File: config.mk
export PLATFORM = sky130hd
export DESIGN_NAME = sram_arbiter
export DESIGN_NICKNAME = d
export VERILOG_FILES = /design/src/rtl/sram_arbiter_pkg.sv /design/src/rtl/sram_arbiter_owner_fifo.sv /design/src/rtl/sram_arbiter.sv
export SDC_FILE = /design/constraint.sdc
export NUM_CORES = 1
export LEC_CHECK = 0
export CAP_MARGIN = 20
export CORE_AREA = 2 2 110 112
export DETAILED_ROUTE_END_ITERATION = 12
export DIE_AREA = 0 0 112 114
export SETUP_SLACK_MARGIN = 0.5
export SYNTH_ARGS = -nofsm -noshare
export SYNTH_HDL_FRONTEND = slang
export SYNTH_SLANG_ARGS = --single-unit
File: constraint.sdc
create_clock -name clk -period 1.89 [get_ports clk]
set_input_delay 0.567 -clock clk [delete_from_list [all_inputs] [get_ports clk]]
set_output_delay 0.567 -clock clk [all_outputs]
set_load 0.01 [all_outputs]
File: src/rtl/sram_arbiter_pkg.sv
`default_nettype none
// ---------------------------------------------------------------------------
// sram_arbiter_pkg : requester indices, size encodings, grant selection helper
// Revision 1.0
// ---------------------------------------------------------------------------
package sram_arbiter_pkg;

   localparam logic REQ_INST = 1'b0;
   localparam logic REQ_DATA = 1'b1;

   localparam logic [1:0] SIZE_BYTE = 2'd0;
   localparam logic [1:0] SIZE_HALF = 2'd1;
   localparam logic [1:0] SIZE_WORD = 2'd2;

   // Data wins; inst is chosen only when it is the sole requester.
   function automatic logic sel_grant(input logic [1:0] req);
      return (req[REQ_DATA] || !req[REQ_INST]) ? REQ_DATA : REQ_INST;
   endfunction

endpackage
`default_nettype wire

File: src/rtl/sram_arbiter_owner_fifo.sv
`default_nettype none
// ---------------------------------------------------------------------------
// owner_fifo : in-order record of which requester owns each accepted request
// Revision 1.0
// ---------------------------------------------------------------------------
module owner_fifo #(
   parameter int DEPTH = 2
) (
   input  logic clk,
   input  logic resetn,
   input  logic push,
   input  logic pop,
   input  logic din,
   output logic full,
   output logic empty,
   output logic head
);

   localparam int PW = (DEPTH > 1) ? $clog2(DEPTH) : 1;
   localparam int CW = $clog2(DEPTH) + 1;

   logic [DEPTH-1:0] mem_q;
   logic [PW-1:0]    wr_q, wr_d;
   logic [PW-1:0]    rd_q, rd_d;
   logic [CW-1:0]    count_q, count_d;
   logic             push_ok, pop_ok;

   assign full    = (count_q == CW'(DEPTH));
   assign empty   = (count_q == '0);
   assign head    = mem_q[rd_q];
   assign push_ok = push && !full;
   assign pop_ok  = pop && !empty;

   // Pointers are PW bits wide and DEPTH is a power of two, so they wrap for free.
   always_comb begin
      wr_d    = wr_q;
      rd_d    = rd_q;
      count_d = count_q;
      if (push_ok) wr_d = wr_q + 1'b1;
      if (pop_ok)  rd_d = rd_q + 1'b1;
      case ({push_ok, pop_ok})
         2'b10:   count_d = count_q + 1'b1;
         2'b01:   count_d = count_q - 1'b1;
         default: count_d = count_q;
      endcase
   end

   always_ff @(posedge clk) begin
      if (!resetn) begin
         wr_q    <= '0;
         rd_q    <= '0;
         count_q <= '0;
      end else begin
         wr_q    <= wr_d;
         rd_q    <= rd_d;
         count_q <= count_d;
      end
   end

   always_ff @(posedge clk) begin
      if (push_ok) mem_q[wr_q] <= din;
   end

endmodule
`default_nettype wire

File: src/rtl/sram_arbiter.sv
`default_nettype none
// ---------------------------------------------------------------------------
// sram_arbiter : two-requester (inst/data) arbiter onto one SRAM-like port
// Revision 1.0
// ---------------------------------------------------------------------------
module sram_arbiter
   import sram_arbiter_pkg::*;
#(
   parameter int DEPTH = 2
) (
   input  logic        clk,
   input  logic        resetn,
   input  logic [1:0]  s_req,
   input  logic [1:0]  s_wr,
   input  logic [3:0]  s_size,
   input  logic [7:0]  s_wstrb,
   input  logic [63:0] s_addr,
   input  logic [63:0] s_wdata,
   output logic [1:0]  s_addr_ok,
   output logic [1:0]  s_data_ok,
   output logic [31:0] s_rdata,
   output logic        m_req,
   output logic        m_wr,
   output logic [1:0]  m_size,
   output logic [3:0]  m_wstrb,
   output logic [31:0] m_addr,
   output logic [31:0] m_wdata,
   input  logic        m_addr_ok,
   input  logic        m_data_ok,
   input  logic [31:0] m_rdata
);

   logic lock_q, lock_d;
   logic grant_q, grant_d;
   logic grant_sel;
   logic handshake;
   logic pop;
   logic fifo_full, fifo_empty, fifo_head;

   assign grant_sel = lock_q ? grant_q : sel_grant(s_req);

   // Issue is also gated by resetn so nothing leaks out while reset is asserted.
   assign m_req     = resetn && !fifo_full && s_req[grant_sel];
   assign m_wr      = s_wr[grant_sel];
   assign m_size    = grant_sel ? s_size[3:2]    : s_size[1:0];
   assign m_wstrb   = grant_sel ? s_wstrb[7:4]   : s_wstrb[3:0];
   assign m_addr    = grant_sel ? s_addr[63:32]  : s_addr[31:0];
   assign m_wdata   = grant_sel ? s_wdata[63:32] : s_wdata[31:0];
   assign handshake = m_req && m_addr_ok;
   assign pop       = resetn && m_data_ok && !fifo_empty;
   assign s_rdata   = m_rdata;

   always_comb begin
      s_addr_ok            = '0;
      s_addr_ok[grant_sel] = handshake;
      s_data_ok            = '0;
      s_data_ok[fifo_head] = pop;
   end

   always_comb begin
      lock_d  = lock_q;
      grant_d = grant_q;
      if (handshake) begin
         lock_d  = 1'b0;
         grant_d = grant_sel;
      end else if (m_req) begin
         lock_d  = 1'b1;
         grant_d = grant_sel;
      end
   end

   always_ff @(posedge clk) begin
      if (!resetn) begin
         lock_q  <= 1'b0;
         grant_q <= REQ_DATA;
      end else begin
         lock_q  <= lock_d;
         grant_q <= grant_d;
      end
   end

   owner_fifo #(
      .DEPTH (DEPTH)
   ) u_owner_fifo (
      .clk    (clk),
      .resetn (resetn),
      .push   (handshake),
      .pop    (pop),
      .din    (grant_sel),
      .full   (fifo_full),
      .empty  (fifo_empty),
      .head   (fifo_head)
   );

endmodule
`default_nettype wire

* Yosys cells after proc, flatten, opt, wreduce, memory -nomap -nowiden
Index checks and enable logic that the tools add are counted.
** Storage, ports and cells
- Register bits :: 8
- Input bits :: 180
- Output and inout bits :: 108
- Word-level logic and storage cells :: 63
** Cells by class
- Add/sub/neg operators :: 4
- $lt $le $gt $ge :: 7
- Equality and inequality tests :: 3
- Mux-type cells :: 22
- Bitwise logic cells :: 3
- Reductions and logical operators :: 18
** Operators with widths (count)
- $mux W32 :: 2
- $mux W1 :: 13
- $logic_and A1 B1 Y1 :: 10
- $lt A1 B2 Y1 const B :: 4
- $and A2 B2 Y2 :: 2
- $eq A2 B2 Y1 const B :: 2
- $mux W4 :: 1
- $pmux W2 S2 :: 1
- $reduce_bool A2 Y1 :: 2
- $demux W1 S1 :: 3
- $ge A1 B1 Y1 const B :: 3
- $logic_not A1 Y1 :: 3
- $add A1 B1 Y1 const B :: 2
- $add A2 B1 Y2 const B :: 1
- $bwmux W2 :: 1
- $eq A2 B1 Y1 const B :: 1
- $logic_not A2 Y1 :: 1
- $mux W2 :: 1
- $reduce_or A2 Y1 :: 1
- $sub A2 B1 Y2 const B :: 1
- $logic_or A1 B1 Y1 :: 1
- $not A1 Y1 :: 1

* Longest topological paths before layout
Gate-level depths: netlist of run 1.
- Word-level depth :: 11
- Gate-level depth with buffers :: 8

* Modules after synthesis
Synthesis of run 1 repeated with hierarchy kept, for this count alone.
** Unflattened totals
- Cells, all modules :: 162
- Area, all modules :: 1556.5 um2
** Modules (own cells, without submodules)
- sram_arbiter :: times used 1, cells each 134, area each 1281.2 um2
- owner_fifo :: times used 1, cells each 28, area each 275.3 um2

* Least setup slack after synthesis of run 1
Ideal clock, no wire load.
- Path kind :: input port to output port
- Start :: in s_req[0]
- End :: out m_addr[0]
- Arrival time :: 1.406 ns
- Data required time :: 1.323 ns
- Setup slack :: -0.083 ns
- Cell stages on the path :: 5
- Path buffers :: 2
- Path through :: nand2b_1 o21a_1 buf_6 buf_12 mux2_4
** On the way
- Word-level cells in the longest chain between the ends :: 5
** Ends and longest elaborated chain
- start: declaration :: line sram_arbiter.sv:13 : input logic [1:0] s_req,
- $logic_not A1 Y1 :: line sram_arbiter_pkg.sv:17 : return (req[REQ_DATA] || !req[REQ_INST]) ? REQ_DATA : REQ_INST;
- $logic_or A1 B1 Y1 :: line sram_arbiter_pkg.sv:17
- $mux W1 :: line sram_arbiter_pkg.sv:17
- $mux W1 :: line sram_arbiter.sv:40 : assign grant_sel = lock_q ? grant_q : sel_grant(s_req);
- $mux W32 :: line sram_arbiter.sv:47 : assign m_addr = grant_sel ? s_addr[63:32] : s_addr[31:0];
- end: declaration :: line sram_arbiter.sv:26 : output logic [31:0] m_addr,
No other way between the ends.

* Worst setup path after layout of run 1
- Start :: reg lock_q
- End :: out m_wdata[2]
** On the way
- Word-level cells in the longest chain between the ends :: 2
** Ends and longest elaborated chain
- start: declaration :: line sram_arbiter.sv:33 : logic lock_q, lock_d;
- start signal: assignment :: line sram_arbiter.sv:77 : lock_q <= lock_d;
- $mux W1 :: line sram_arbiter.sv:40
- $mux W32 :: line sram_arbiter.sv:48 : assign m_wdata = grant_sel ? s_wdata[63:32] : s_wdata[31:0];
- end: declaration :: line sram_arbiter.sv:27 : output logic [31:0] m_wdata,
No other way between the ends.

==> impl_metrics.tcl, run 1 <==
set metrics [dict create \
    syn_area_sq_um 1890 \
    final_cell_count_no_fill 526 \
    finalClockSkew_ps 2.40 \
    first_iter_violations 50 \
    yosysSeqAreaShare_pct 9.51 \
    syn_avg_cell_area_sq_um 11.9 \
    synth_cell_type_count 28 \
    setup-violations-final 73 \
    cp.arrival_ps 1720 \
    finalPower_uw 2020 \
    slew_headroom_pct 79.3 \
    grt_max_degree 10 \
    placed_cells 504 \
    synth_edf_count 2 \
    area_delta_synth_final_pct 148 \
    async_reset_ff_share_pct 0 \
    crit_fanout 8 \
    post-route-period-util_pct 121 \
    diodes 0 \
    std_cell_rows 40 \
    synth_fp_nets 340 \
    drive_gt1_share_pct 55.1 \
    grt_pass1_wl_um 13700 \
    fmax_ghz 0.436 \
    cts_buffers 3 \
    cts_buffer_depth 2 \
    power_leakage_uw 0.00217 \
    portBuffers 223 \
    crit_path_end_kind "primary output" \
    place.gp.congestion 0.828 \
    routedWlPerCell_um 18.4 \
    die_w_um 112 \
    cts_hold_buf 0 \
    io_pins 288 \
    yosysTopAreaCell "mux2_4" \
    synth_top_area_share_pct 54.7 \
    core-area_sq_um 11700 \
    crit_required_ps 1320 \
    tightestPinTransition_ps 310 \
    setup_ws_ps -402 \
    antenna_found_initial 0 \
    cts_tree "built" \
    cts_max_level 1 \
    groute.usage.overall_pct 14.1 \
    synth.area.top_cells "mux2_4, buf_4, buf_12" \
    dr.pass1.iters 4 \
    start_kind "flop" \
    die_h_um 114 \
    vias 2069 \
    tns_ps -23870 \
    finalHoldViolations 0 \
    min_period_ps 2290 \
    clk_latency_ps 230 \
    crit_type "flop to primary output" \
    post-route-drc-count 0 \
    hold_path.class "flop to flop" \
    violations "setup timing" \
    grt_pass1_vias 2126 \
    status "finished with violations" \
    drv_cap 0 \
    synthCells 159 \
    synth-seq-cells 8 \
    nets 562 \
    cts_root_buf "clkbuf_16" \
    grt_setup_unrepaired "yes" \
    ys_warn_count 0 \
    initial_core_util_pct 16.2 \
    wl_um 9690 \
    drv_slew 0 \
    synthFlopType "dfxtp_1" \
    ant_nets 0 \
    cts.sinks 8 \
    ir_drop_uv 335 \
    die_area_sq_um 12800 \
    via_per_inst 3.93 \
    powerDensity_nw_per_um2 430 \
    hpwl_um 7530 \
    globalRouteOverflowTotal 0 \
    clkTransAtPathRegs_ps 40 \
]
-- flip-flops by register name, summed over array words and instances (netlist names) --
signal                cells
grant_q                   1
lock_q                    1
u_owner_fifo.count_q      2
u_owner_fifo.mem_q        2
u_owner_fifo.rd_q         1
u_owner_fifo.wr_q         1
-- what timing repair did --
action,in CTS,in global routing
gates cloned,9,1
setup endpoints to repair,85,84
resized for setup,420,3
pin swaps,5,3
buffers inserted,8,1
-- cells by family after synthesis --
logic type	after synthesis	share of synthesized area (%)
compound gates	13	4.69
buf+inv	42	21.1
xor+xnor	3	1.39
simple gates	20	6.27
mux	72	56.4
flops	8	9.51
fa+ha+maj	1	0.660
-- metrics by stage --
step	utilization (%)	instance area (sq um)	hold WS (ps)	setup slack, ps
2_1_floorplan	-	2020	473	-82.6
3_3_place_gp	35.7	4180	491	-1150
3_5_place_dp	35.7	4180	538	-1170
4_1_cts	39.8	4670	551	-417
5_1_grt	40.2	4710	572	-445
6_report	40.2	4710	533	-402
-- critical path, cell delays in order (launching register included) --
cell,delay (ps)
dfxtp_2,320
nand2b_4,140
o21a_4,220
buf_6,130
buf_16,140
buf_6,110
mux2_4,290
buf_6,130
-- power breakdown --
part           internal [uW]  switching [uW]  leakage [uW]
clock                    273            85.5     0.0000370
sequential               193            12.1     0.0000679
combinational           1000             459       0.00207
-- final cells by class --
class                           count  area [sq um]
Fill cell                        1126          7000
Sequential cell                     8           184
Clock buffer                        3          75.1
Multi-Input combinational cell    109          1450
Tap cell                          147           184
Timing Repair Buffer              258          2820
Inverter                            1          3.75
-- cells in the final DEF, fill, tap and decap left out, types with 4 or more instances in the layout --
master,netlist,layout
buf_16,0,11
mux2_4,69,69
clkdlybuf4s50_1,0,142
buf_2,0,10
buf_4,32,17
clkbuf_16,0,4
buf_6,1,73
-- final timing paths --
check | depth (start not counted) | slack, ps | end | startpoint
worst min register to register | 2 | 530 | u_owner_fifo.count_q[1]$_SDFFE_PN0P_ | u_owner_fifo.count_q[1]$_SDFFE_PN0P_
worst min-delay path | 2 | 530 | u_owner_fifo.count_q[1]$_SDFFE_PN0P_ | u_owner_fifo.count_q[1]$_SDFFE_PN0P_
worst max register to register | 9 | 80 | u_owner_fifo.count_q[1]$_SDFFE_PN0P_ | grant_q$_SDFFE_PN1P_
worst max-delay path | 7 | -400 | m_wdata[2] | lock_q$_SDFFE_PP0N_
-- synth_stat cells, drive strengths merged, types with 3 or more instances --
library cell,number
nand2b,3
buf,40
xnor2,3
dfxtp,6
o211ai,3
mux2,71
and2,3
nand2,3
o21ai,4
-- per-layer routing --
| metal | up-vias | wire, um | global-route usage [%] |
|---|---|---|---|
| li1 | 991 | - | - |
| met1 | 943 | 3760 | 16.8 |
| met2 | 133 | 4960 | 25.1 |
| met3 | 2 | 945 | 5.37 |
| met4 | 0 | 19 | 1.22 |
| met5 | - | 0 | 0 |
No activity file was read; power rests on OpenSTA's default activity.
==> inputs of run 2 (changes only) <==
==> constraint.sdc (replaced) <==
create_clock -name clk -period 2 [get_ports clk]
set_input_delay 0.6 -clock clk [delete_from_list [all_inputs] [get_ports clk]]
set_output_delay 0.6 -clock clk [all_outputs]
set_load 0.01 [all_outputs]
==> run 2 against run 1 <==
  * The flow still finishes with violations (setup timing)
  * Clock-buffer cell count unchanged
  * Wire length is 4.8% lower
  * Worst setup slack better by 88 ps
  * Die area did not move
  * Global-route usage is 1.4 points lower
  * Final cell count increased by 1.1%
  * Register-to-register slack improved by 100 ps
  * Sequential share of layout area fell by 0.093 points
  * Hold slack got worse by 5.5 ps
  * Critical path type is now input port to primary output
  * Critical endpoint is now m_wdata[1]
  * Highest routed layer unchanged
==> impl_metrics.tcl, run 2 (same netlist as run 1, synthesis figures left out) <==
set metrics [dict create \
    place_area_sq_um 4160 \
    power_leakage_uw 0.00221 \
    post-route-period-util_pct 116 \
    crit_required_ps 1400 \
    cts_tree "built" \
    ff2ff_path_depth 9 \
    finalClockSkew_ps 2.36 \
    timing.rr.start "grant_q$_SDFFE_PN1P_" \
    status "finished with violations" \
    die_w_um 112 \
    ant_nets 0 \
    pre_cts_slack_ps -1100 \
    grt_setup_unrepaired "yes" \
    hpwl_um 7340 \
    tightestPinTransition_ps 317 \
    cts_max_level 1 \
    grt_pass1_vias 2139 \
    drv_slew 0 \
    crit_start "s_req[0]" \
    wl_um 9220 \
    std_cell_rows 40 \
    die_h_um 114 \
    globalRouteOverflowTotal 0 \
    cts_buffers 3 \
    portBuffers 223 \
    final_common_cell "clkdlybuf4s50_1" \
    dr.pass1.iters 3 \
    tns_ps -21120 \
    routedWlPerCell_um 17.3 \
    ir_drop_uv 244 \
    start_kind "input port" \
    core-area_sq_um 11700 \
    area_delta_synth_final_pct 153 \
    crit_type "input port to primary output" \
    setup_ws_ps -314 \
    place.gp.congestion 0.736 \
    drv_cap 0 \
    hold_path.class "flop to flop" \
    io_pins 288 \
    fmax_ghz 0.432 \
    clk_latency_ps 230 \
    first_iter_violations 61 \
    crit_fanout 6 \
    drive_gt1_share_pct 56.0 \
    cts_root_buf "clkbuf_16" \
    antenna_found_initial 1 \
    grt_pass1_wl_um 12500 \
    worst_r2r_endpoint "u_owner_fifo.count_q[1]$_SDFFE_PN0P_" \
    slew_headroom_pct 78.8 \
    grt_max_degree 14 \
    setup-violations-final 73 \
    cts_buffer_depth 2 \
    final_design_area_no_fill_sq_um 4790 \
    nets 567 \
    vias 2106 \
    ff2ff_setup_slack_ps 180 \
    crit_path_end_kind "primary output" \
    powerDensity_nw_per_um2 406 \
    via_per_inst 3.96 \
    final_cell_mix "clkdlybuf4s50_1, buf_6, mux2_4" \
    clkTransAtPathRegs_ps 40 \
    post-route-drc-count 0 \
    initial_core_util_pct 16.2 \
    groute.usage.overall_pct 12.7 \
    reg_top3 "u_owner_fifo.count_q x2, u_owner_fifo.mem_q x2" \
    min_period_ps 2310 \
    min_path_cells 2 \
    die_area_sq_um 12800 \
    holdWs_ps 527 \
    cts.sinks 8 \
    min_to "u_owner_fifo.count_q[1]$_SDFFE_PN0P_" \
    hp-start "u_owner_fifo.count_q[1]$_SDFFE_PN0P_" \
    cts_hold_buf 0 \
    violations "setup timing" \
    cp.arrival_ps 1710 \
    finalHoldViolations 0 \
]
-- run 2: how the worst max path moves through the flow --
stage                              to  slack [ps]  cells after the start
final                      m_wdata[1]        -310                      7
after global placement     m_wdata[1]       -1110                      6
after CTS                 m_wdata[17]        -300                      7
after global routing       m_addr[22]        -350                      7
after detailed placement    m_addr[8]       -1100                      6
after floorplan             m_addr[0]         -40                      5
-- run 2: what timing repair did --
item / in CTS / in global routing
pin swaps: 10 / 12
setup endpoints to repair: 85 / 83
gates resized for setup: 438 / 22
setup buffers: 11 / 3
cloned: 6 / 1
-- run 2: power by group --
part / switching (uW) / internal, uW
clock: 85.3 / 258
combinational: 442 / 967
sequential: 11.9 / 182
total: 539 / 1410
-- run 2: metrics by stage --
stage / util, % / total power [uW] / instances
after floorplan: - / 796 / 159
after global placement: 35.5 / 1350 / 507
after detailed placement: 35.5 / 1360 / 507
after CTS: 39.7 / 1910 / 527
after global routing: 40.9 / 2040 / 531
final: 40.9 / 1950 / 532
-- run 2: area by class of cell --
type	instances	area (sq um)
clock buffers	3	75.1
diodes	1	2.50
well taps	147	184
repair buffers	263	2860
fillers	1131	6920
multi-input cells	109	1480
inverters	1	3.75
flip-flops and latches	8	183
-- run 2: critical path, cell delays in order --
cell	delay, ps
buf_8	80
nand2b_4	50
o21a_4	260
buf_6	150
buf_16	140
mux2_4	310
buf_6	130
-- run 2: metal layers --
layer | global-route usage [%] | up-vias | wire length (um)
met5 | 0 | - | 0
met4 | 2.11 | 0 | 53
met3 | 5.26 | 7 | 996
met2 | 23.5 | 139 | 4900
met1 | 13.7 | 962 | 3270
li1 | - | 998 | -
